--- src/rtl/prod3_pkg.sv ---
// prod3_pkg: shared types and constants for the program-3 product sequencer.
//   state_t      : sequencer FSM states
//   MUL_STEPS    : cycles per serial multiply (one multiplier bit per cycle)
//   DEF_IN_BASE  : default data-memory address of operand A
//   DEF_OUT_BASE : default data-memory address of the product LSB
package prod3_pkg;

   typedef enum logic [3:0] {
      IDLE,
      LD_A,
      LD_B,
      LD_C,
      MUL1,
      MUL2,
      SIGN,
      ST0,
      ST1,
      ST2,
      DONE
   } state_t;

   localparam int MUL_STEPS    = 8;
   localparam int DEF_IN_BASE  = 0;
   localparam int DEF_OUT_BASE = 3;

endpackage

--- src/rtl/prod3_sequencer_serial_umul.sv ---
// serial_umul: iterative unsigned shift-add multiplier, one multiplier bit
// per cycle, LSB first. The product is truncated to MW bits.
//   clk, reset : clock, synchronous active-high reset
//   load       : capture operands and perform the first step in the same cycle
//   step       : perform one further shift-add step (valid while busy)
//   mcand      : multiplicand (MW bits)
//   mplier     : multiplier (NW bits)
//   busy       : steps still outstanding after a load
//   prod       : accumulated product
module serial_umul #(
   parameter int MW    = 24,
   parameter int NW    = 9,
   parameter int STEPS = 8
) (
   input  logic          clk,
   input  logic          reset,
   input  logic          load,
   input  logic          step,
   input  logic [MW-1:0] mcand,
   input  logic [NW-1:0] mplier,
   output logic          busy,
   output logic [MW-1:0] prod
);

   localparam int CW = $clog2(STEPS);

   logic [MW-1:0] mc_q;
   logic [NW-1:0] mp_q;
   logic [CW-1:0] cnt_q;

   assign busy = (cnt_q != '0);

   always_ff @(posedge clk) begin
      if (reset) begin
         prod  <= '0;
         mc_q  <= '0;
         mp_q  <= '0;
         cnt_q <= '0;
      end else if (load) begin
         // the load cycle already consumes multiplier bit 0
         prod  <= mplier[0] ? mcand : '0;
         mc_q  <= mcand << 1;
         mp_q  <= mplier >> 1;
         cnt_q <= CW'(STEPS - 1);
      end else if (step && busy) begin
         if (mp_q[0]) begin
            prod <= prod + mc_q;
         end
         mc_q  <= mc_q << 1;
         mp_q  <= mp_q >> 1;
         cnt_q <= cnt_q - 1'b1;
      end
   end

endmodule

--- src/rtl/prod3_sequencer.sv ---
// prod3_sequencer: computes D = OpA * OpB * OpC on 8-bit two's-complement
// operands read from dm[IN_BASE..IN_BASE+2]; writes the 24-bit product
// little-endian to dm[OUT_BASE..OUT_BASE+2]. A falling edge of start
// launches a run; done stays high until start rises again.
//   clk, reset  : clock, synchronous active-high reset
//   start       : request (falling edge starts a run)
//   done        : result valid
//   mem_addr    : data-memory address
//   mem_wr_en   : data-memory write strobe
//   mem_wr_data : data-memory write data
//   mem_rd_data : data-memory read data (combinational from mem_addr)
// Build option: define PROD3_ZERO_SKIP_EN to jump straight to the store
// phase with a zero product when any operand is zero.
module prod3_sequencer import prod3_pkg::*; #(
   parameter int DW       = 8,
   parameter int PW       = 24,
   parameter int AW       = 8,
   parameter int IN_BASE  = DEF_IN_BASE,
   parameter int OUT_BASE = DEF_OUT_BASE
) (
   input  logic          clk,
   input  logic          reset,
   input  logic          start,
   output logic          done,
   output logic [AW-1:0] mem_addr,
   output logic          mem_wr_en,
   output logic [DW-1:0] mem_wr_data,
   input  logic [DW-1:0] mem_rd_data
);

   localparam int CW = $clog2(MUL_STEPS);

   state_t        state, next;
   logic          start_q;
   logic [CW-1:0] cnt;

   logic [DW:0]   mag_a, mag_b, mag_c;
   logic          s_a, s_b, s_c;
   logic [PW-1:0] p;

   logic          mul_load, mul_step, mul_busy;
   logic [PW-1:0] mul_mcand, mul_prod;
   logic [DW:0]   mul_mplier;

   function automatic logic [DW:0] mag_of(input logic [DW-1:0] v);
      logic [DW:0] ext;
      ext = {v[DW-1], v};
      return v[DW-1] ? ('0 - ext) : ext;
   endfunction

`ifdef PROD3_ZERO_SKIP_EN
   logic any_zero;
   assign any_zero = (mag_a == '0) || (mag_b == '0) || (mem_rd_data == '0);
`endif

   // ---------------- state register ----------------
   always_ff @(posedge clk) begin
      if (reset) begin
         state   <= IDLE;
         start_q <= 1'b1;
         cnt     <= '0;
      end else begin
         state   <= next;
         start_q <= start;
         cnt     <= (state == MUL1 || state == MUL2) ? cnt + 1'b1 : '0;
      end
   end

   // ---------------- next state / outputs ----------------
   always_comb begin
      next        = state;
      done        = 1'b0;
      mem_addr    = '0;
      mem_wr_en   = 1'b0;
      mem_wr_data = '0;
      mul_load    = 1'b0;
      mul_step    = 1'b0;
      case (state)
         IDLE: if (!start && start_q) next = LD_A;
         LD_A: begin
            mem_addr = AW'(IN_BASE);
            next     = LD_B;
         end
         LD_B: begin
            mem_addr = AW'(IN_BASE + 1);
            next     = LD_C;
         end
         LD_C: begin
            mem_addr = AW'(IN_BASE + 2);
`ifdef PROD3_ZERO_SKIP_EN
            next     = any_zero ? ST0 : MUL1;
`else
            next     = MUL1;
`endif
         end
         MUL1, MUL2: begin
            // the multiplier idles between passes, so !busy marks a pass's first cycle
            mul_load = !mul_busy;
            mul_step = mul_busy;
            if (cnt == CW'(MUL_STEPS - 1)) next = (state == MUL1) ? MUL2 : SIGN;
         end
         SIGN: next = ST0;
         ST0: begin
            mem_wr_en   = 1'b1;
            mem_addr    = AW'(OUT_BASE);
            mem_wr_data = p[0 +: DW];
            next        = ST1;
         end
         ST1: begin
            mem_wr_en   = 1'b1;
            mem_addr    = AW'(OUT_BASE + 1);
            mem_wr_data = p[DW +: DW];
            next        = ST2;
         end
         ST2: begin
            mem_wr_en   = 1'b1;
            mem_addr    = AW'(OUT_BASE + 2);
            mem_wr_data = p[2*DW +: DW];
            next        = DONE;
         end
         DONE: begin
            done = 1'b1;
            if (start) next = IDLE;
         end
         default: next = IDLE;
      endcase
   end

   // ---------------- operand / result registers ----------------
   always_ff @(posedge clk) begin
      if (reset) begin
         mag_a <= '0;
         mag_b <= '0;
         mag_c <= '0;
         s_a   <= 1'b0;
         s_b   <= 1'b0;
         s_c   <= 1'b0;
         p     <= '0;
      end else begin
         case (state)
            LD_A: begin
               mag_a <= mag_of(mem_rd_data);
               s_a   <= mem_rd_data[DW-1];
            end
            LD_B: begin
               mag_b <= mag_of(mem_rd_data);
               s_b   <= mem_rd_data[DW-1];
            end
            LD_C: begin
               mag_c <= mag_of(mem_rd_data);
               s_c   <= mem_rd_data[DW-1];
`ifdef PROD3_ZERO_SKIP_EN
               if (any_zero) p <= '0;
`endif
            end
            SIGN: p <= (s_a ^ s_b ^ s_c) ? ('0 - mul_prod) : mul_prod;
            default: ;
         endcase
      end
   end

   // pass 1: |A|*|B|; pass 2: P1*|C| with P1 fed back from the accumulator
   assign mul_mcand  = (state == MUL2) ? mul_prod : PW'(mag_a);
   assign mul_mplier = (state == MUL2) ? mag_c : mag_b;

   serial_umul #(
      .MW    (PW),
      .NW    (DW + 1),
      .STEPS (MUL_STEPS)
   ) u_mul (
      .clk    (clk),
      .reset  (reset),
      .load   (mul_load),
      .step   (mul_step),
      .mcand  (mul_mcand),
      .mplier (mul_mplier),
      .busy   (mul_busy),
      .prod   (mul_prod)
   );

endmodule

--- config.mk ---
export PLATFORM = sky130hd
export DESIGN_NAME = prod3_sequencer
export DESIGN_NICKNAME = d
export VERILOG_FILES = /design/src/rtl/prod3_pkg.sv /design/src/rtl/prod3_sequencer_serial_umul.sv /design/src/rtl/prod3_sequencer.sv
export SDC_FILE = /design/constraint.sdc
export NUM_CORES = 1
export LEC_CHECK = 0
export CAP_MARGIN = 20
export CORE_MARGIN = 4
export CORE_UTILIZATION = 35
export CTS_BUF_LIST = sky130_fd_sc_hd__clkbuf_4 sky130_fd_sc_hd__clkbuf_8
export DETAILED_ROUTE_END_ITERATION = 12
export DONT_BUFFER_PORTS = 1
export SLEW_MARGIN = 20
export SYNTH_ARGS = -nofsm -noshare
export SYNTH_HDL_FRONTEND = slang
export SYNTH_SLANG_ARGS = --single-unit
--- constraint.sdc ---
create_clock -name clk -period 2.13 [get_ports clk]
set_input_delay 0.426 -clock clk [delete_from_list [all_inputs] [get_ports clk]]
set_output_delay 0.426 -clock clk [all_outputs]
set_load 0.01 [all_outputs]
==> results of run 1 <==
[layer usage]
metal | up-vias | track usage, % | wire, µm
li1 | 3217 | - | -
met1 | 2928 | 23.1 | 9370
met2 | 103 | 27.2 | 8680
met3 | 22 | 3.49 | 597
met4 | 0 | 5.45 | 309
met5 | - | 0 | 0
[cell families after synthesis]
family | after synthesis
AO/OA/AOI/OAI | 235
XOR/XNOR | 46
adder cells (fa/ha/maj) | 29
buffers and inverters | 89
flip-flops | 120
multiplexers | 32
other | 1
AND/OR/NAND/NOR | 291
[worst max-delay path, delay by kind of cell, from the launching register on]
kind / cells / cell delay [ns]
AND/OR/NAND/NOR: 2 / 0.45
XOR/XNOR: 1 / 0.17
adder cells (fa/ha/maj): 1 / 0.27
AO/OA/AOI/OAI: 5 / 0.96
flip-flops: 1 / 0.37
[power breakdown]
part / total, µW / switching [µW] / internal (µW)
registers: 2760 / 226 / 2540
logic: 3170 / 1810 / 1360
clock network: 2000 / 964 / 1040
[timing repair]
action | in CTS | in global routing
setup endpoints to repair | 18 | 38
buffers inserted | 5 | 10
pin swaps | 29 | 54
gates resized for setup | 39 | 55
[worst paths after layout]
check	slack, ns	from	end
worst min register to register	0.43	cnt[0]	cnt[0]
worst max-delay path	-0.18	u_mul.prod[16]	u_mul.prod[22]
worst min-delay path	0.06	reset	u_mul.mc_q[17]
worst max register to register	-0.18	u_mul.prod[16]	u_mul.prod[22]
[per-stage QoR]
stage          power, µW  utilization [%]  TNS (ns)
2_1_floorplan       4640                -   -0.0986
3_3_place_gp        5610             41.6    -0.664
3_5_place_dp        5640             41.6     -1.01
4_1_cts             7750             44.8    -0.510
5_1_grt             8430             46.1     -2.46
6_report            7930             46.1    -0.569
[final cells by class]
class	instances	area, µm²
clock inverters	10	93.8
repair buffers	127	1030
flip-flops and latches	120	2440
multi-input cells	638	4490
clock buffers	21	289
fillers	1833	10200
inverters	28	108
well taps	260	325
[state kept, by name, indices dropped and copies added (netlist names), 3 cells and up]
register,count
cnt,3
mag_a,9
mag_b,9
mag_c,9
p,24
state,4
u_mul.cnt_q,3
u_mul.mc_q,23
u_mul.mp_q,8
u_mul.prod,24
[layout by cell type (no fill, tap or decap), types with 9 or more instances in the layout]
| cell | n |
|---|---|
| nand2_1 | 41 |
| dfxtp_1 | 99 |
| xor2_1 | 16 |
| o21ai_1 | 9 |
| xnor2_1 | 27 |
| a211oi_1 | 55 |
| o21ai_0 | 26 |
| ha_1 | 17 |
| a311oi_1 | 21 |
| mux2i_1 | 32 |
| nor3_1 | 18 |
| inv_1 | 26 |
| dfxtp_2 | 18 |
| or3_1 | 9 |
| nor2_1 | 142 |
| a21oi_1 | 54 |
| ha_4 | 10 |
| nand3_1 | 19 |
| clkbuf_8 | 21 |
| buf_4 | 116 |
==> summary.txt, run 1 <==
CP max FO = 5
Synth Warn # = 0
CTS root buf = clkbuf_8
outcome = complete, but fails checks
worst r2r path cells = 9
Final ANT Viol Nets = 0
f_max = 432 MHz
Post-synth top cells = nor2_1, dfxtp_1, a21oi_1
vias in the first global route = 5,801
Period Utilization, post-route = 109%
Synth area leaders = dfxtp_1, nor2_1, a211oi_1, ha_1, mux2i_1
total wire length = 19,000 µm
final worst slack = -0.182 ns
largest net degree at the start of global routing = 122
Leak Pwr = 0.00334 µW
row cnt = 50
final setup fails = 8
cells along the critical path = ha_4 -> or2_1 -> a31o_1 -> a2111oi_2 -> o31ai_1 -> a31oi_1 -> xnor2_1 -> a21oi_1 -> nor3_1
Syn Inst Count = 843
Total Routing Usage GR = 17.0%
CTS Hold Bufs = 0
Worst slew margin = 59.3%
failing checks = setup timing
CTS tree = built
Synth area leader = dfxtp_1
worst hold path type = input port to register
DR vias = 6,270
dpl cell area = 0.00792 mm²
CP arrival = 2.67 ns
WHS = 0.0584 ns
Residual DRC = 0
area of the mapped netlist = 0.00686 mm²
Top FF cell, synth = dfxtp_1
die width = 148 µm
peak supply drop = 0.000335 V
worst skew pair latency = 0.45 ns
WS Path Type = register to register
EDFF count, synth = 0
Crit. End Element = register
syn avg cell area = 8.14 µm²
die area = 0.0219 mm²
Antenna diodes = 0
Clock Path Buffers = 2
IO Count = 29
CP startpoint kind = register
total grt overflow = 0
required time of the critical path = 2.49 ns
area grow syn2layout = 27.9%
RSZ-0062 raised after global routing = true
nets = 972
Post-DP HPWL = 13,500 µm
CP peak stage delay = 0.37 ns
mux contribution to synthesized area = 4.67%
clk slew on worst S/H paths = 0.07 ns
Via density = 5.21
Simple-Gate Fraction of Synth Area = 19.9%
drt first pass iters = 6
Post-Synth XOR/XNOR Area = 5.87%
drt initial violations = 328
Post-Synth Adder-Cell Area = 5.40%
Max-Cap Viols = 0
core area = 0.0190 mm²
Pins Over Slew Limit = 0
critical path's slowest cell = dfxtp_4
port bufs = 0
Hold Fails Final Rpt = 0
post-synthesis sequential area ratio = 35.0%
initial antenna violation count = 0
total power divided by cell area = 903 mW/mm²
Cell Count, Final, Fillers Out = 1,204
layout cells sized above 1 = 26.4%
first-pass GRT wire length = 30,000 µm
Initial Util = 36.1%
# clock sinks = 120
largest family of logic cells by synthesized area = compound AO/OA/AOI/OAI gates
FFs w/ async S/R, synth = 0%
Yosys cell types = 63
Tmin final = 2.31 ns
WL/cell = 15.7 µm
post-synthesis compound-gate area fraction = 23.8%
Clock Skew = 0.0107 ns
synthesis-stage register bit count = 120
Final Wtd Congestion = 0.847
pre-CTS WS = -0.181 ns
Worst Hold Path Cells = 1
Worst-Margin Slew = 0.610 ns
total CTS buffers = 17
most frequent cell after synthesis = nor2_1
Die Ht = 148 µm
fin area = 0.00878 mm²
Synth top area share = 35.0%
H-Tree Depth = 4
Inst Count DP = 1,163
No activity file was read; power rests on OpenSTA's default activity.
==> inputs of run 2 (changes only) <==
--- a/config.mk
+++ b/config.mk
@@ -6,11 +6,14 @@
 export NUM_CORES = 1
 export LEC_CHECK = 0
 export CAP_MARGIN = 20
+export CORE_ASPECT_RATIO = 1.5
 export CORE_MARGIN = 4
-export CORE_UTILIZATION = 35
+export CORE_UTILIZATION = 50
 export CTS_BUF_LIST = sky130_fd_sc_hd__clkbuf_4 sky130_fd_sc_hd__clkbuf_8
 export DETAILED_ROUTE_END_ITERATION = 12
 export DONT_BUFFER_PORTS = 1
+export PLACE_DENSITY = 0.68
+export SETUP_SLACK_MARGIN = 0.3
 export SLEW_MARGIN = 20
 export SYNTH_ARGS = -nofsm -noshare
 export SYNTH_HDL_FRONTEND = slang
==> run 2 against run 1 <==
  * The flow still finishes with violations (setup timing)
  * Total power grew 15%
  * Die area shrank 28%
  * Design area grew 5.0%
  * Largest power group unchanged
  * Highest routed layer unchanged
==> summary.txt, run 2 (same netlist as run 1, synthesis figures left out) <==
hold_sp = reset
IO Count = 29 (unchanged)
Period Utilization, post-route = 108% (-1.1 points)
Inst Count DP = 1,034 (-11%)
clk slew on worst S/H paths = 0.08 ns (about the same)
Clock Skew = 0.0179 ns (+0.00724 ns)
area grow syn2layout = 34.3%
Total Routing Usage GR = 25.9% (+8.8 points)
clock power share = 24.6% (-0.6 points)
RSZ-0062 raised after global routing = true
outcome = complete, but fails checks
WL/cell = 19.4 µm (+23%)
CP max FO = 3 (-2)
DR vias = 6,828 (+8.9%)
total grt overflow = 0 (unchanged)
vias in the first global route = 6,689 (+15%)
layout cells sized above 1 = 33.2% (+6.8 points)
required time of the critical path = 2.46 ns (-0.03 ns)
port bufs = 0 (unchanged)
CTS tree = built
Final Wtd Congestion = 0.935 (+10%)
combinational power share = 44.6% (+4.7 points)
H-Tree Depth = 4 (unchanged)
CP arrival = 2.62 ns (-0.05 ns)
Hold Fails Final Rpt = 0 (unchanged)
peak supply drop = 0.000814 V (+140%)
metal3 WL = 958 µm (+60%)
Met2 Wirelength = 11,400 µm (+32%)
Clock Path Buffers = 2 (unchanged)
Net Sw Frac = 38.5% (+0.70 points)
failing checks = setup timing
Post-Route Setup TNS = -1.30 ns (-0.730 ns)
critical path's slowest cell = dfxtp_4
worst r2r src = u_mul.prod[2]
Residual DRC = 0 (unchanged)
final worst slack = -0.160 ns (+0.0227 ns)
Crit. End Element = register
Via density = 6.14 (+18%)
core area = 0.0135 mm² (-29%)
row cnt = 52 (+4.0%)
sequential group share of total power = 30.8% (-4.0 points)
largest net degree at the start of global routing = 122 (unchanged)
Cell Count, Final, Fillers Out = 1,112 (-7.6%)
first-pass GRT wire length = 32,800 µm (+9.1%)
Int Pwr = 5590 µW (+13%)
nets = 977 (+0.51%)
die width = 104 µm (-30%)
Largest regs = p (24), u_mul.prod (24), u_mul.mc_q (23)
Max-Cap Viols = 0 (unchanged)
Tmin final = 2.29 ns (-0.0227 ns)
initial antenna violation count = 0 (unchanged)
Leak Pwr = 0.00346 µW (+3.6%)
total CTS buffers = 17 (unchanged)
Final ANT Viol Nets = 0 (unchanged)
CP Launch Point = u_mul.prod[2]
Tot Pwr = 9090 µW (+15%)
Reg area = 0.00245 mm² (+0.46%)
Die Ht = 151 µm (+2.3%)
final setup fails = 22 (+14)
top sig layer = met4
Antenna diodes = 0 (unchanged)
Worst slew margin = 34.8% (-24 points)
drt initial violations = 418 (+27%)
layout filler cell count = 1,028 (-44%)
Pins Over Slew Limit = 0 (unchanged)
total wire length = 21,500 µm (+14%)
CTS root buf = clkbuf_8
total power divided by cell area = 986 mW/mm² (+9.2%)
Psw = 3500 µW (+17%)
CP peak stage delay = 0.36 ns (about the same)
most frequent cells in the layout = nor2_1, dfxtp_1, buf_4, a211oi_1, a21oi_1
Post-DP HPWL = 13,900 µm (+2.8%)
commonest non-fill, non-tap cell in the layout = nor2_1
Metal-1 WL = 8170 µm (-13%)
footprint of the multi-input gates = 0.00485 mm² (+7.8%)
f_max = 437 MHz (+0.99%)
worst hold path type = input port to register
Initial Util = 50.9% (+15 points)
cells along the critical path = buf_12 -> buf_6 -> nor3_4 -> nand2_2 -> nor4_4 -> nand3b_1 -> buf_4 -> buf_6 -> nor4_4 -> o21ai_1 -> a311oi_1
worst skew pair latency = 0.43 ns (-0.02 ns)
WS Path Type = register to register
pre-CTS WS = -0.123 ns (+0.0580 ns)
CP startpoint kind = register
drt first pass iters = 8 (+2)
Worst-Margin Slew = 0.970 ns (+0.360 ns)
die area = 0.0157 mm² (-28%)
# clock sinks = 120 (unchanged)
-- run 2: layout make-up --
class                           instances  share of cell area [%]
Clock buffer                           19                    2.84
Clock inverter                         13                    1.82
Inverter                               28                    1.20
Multi-Input combinational cell        638                    52.6
Sequential cell                       120                    26.6
Tap cell                              162                    2.20
Timing Repair Buffer                  132                    12.8
-- run 2: what timing repair did --
item                                    4_1_cts  5_1_grt
hold buffers                                  0        0
endpoints found under the setup margin       58       73
pin swaps                                    80       56
setup buffers                                32       13
gates resized for setup                      94       95
gates cloned                                  0        1
-- run 2: path summary, 6_finish.rpt --
path         cells past startpoint        endpoint  slack (ns)
max                             11           p[13]       -0.16
min                              1  u_mul.mc_q[19]        0.07
max reg2reg                     11           p[13]       -0.16
min reg2reg                      1          cnt[0]        0.43
-- run 2: critical path, delay by kind of cell (launching register included) --
| kind | cells | cell delay [ns] |
|---|---|---|
| compound gates | 2 | 0.38 |
| simple gates | 5 | 0.92 |
| buf+inv | 4 | 0.53 |
| flops | 1 | 0.36 |
-- run 2: per-stage QoR --
step                      utilization, %  cell area, µm²  hold WS (ns)
after floorplan                        -            7080         0.408
after global placement              57.2            7700         0.413
after detailed placement            57.2            7700         0.427
after CTS                           64.4            8670        0.0435
after global routing                68.4            9210        0.0273
final                               68.4            9210        0.0701
-- run 2: layer usage --
metal	GRT usage, %	up-vias
met3	3.69	57
met4	14.3	0
li1	-	3223
met2	49.2	236
met1	27.6	3312
met5	0	-
-- run 2: power by group through the flow --
stage	Combinational, µW	Sequential (µW)	Clock [µW]
final	4060	2800	2230
after detailed placement	2810	2810	0
after CTS	3410	2770	2270
after global routing	4370	2830	2380
after global placement	2720	2790	0
after floorplan	1930	2740	0
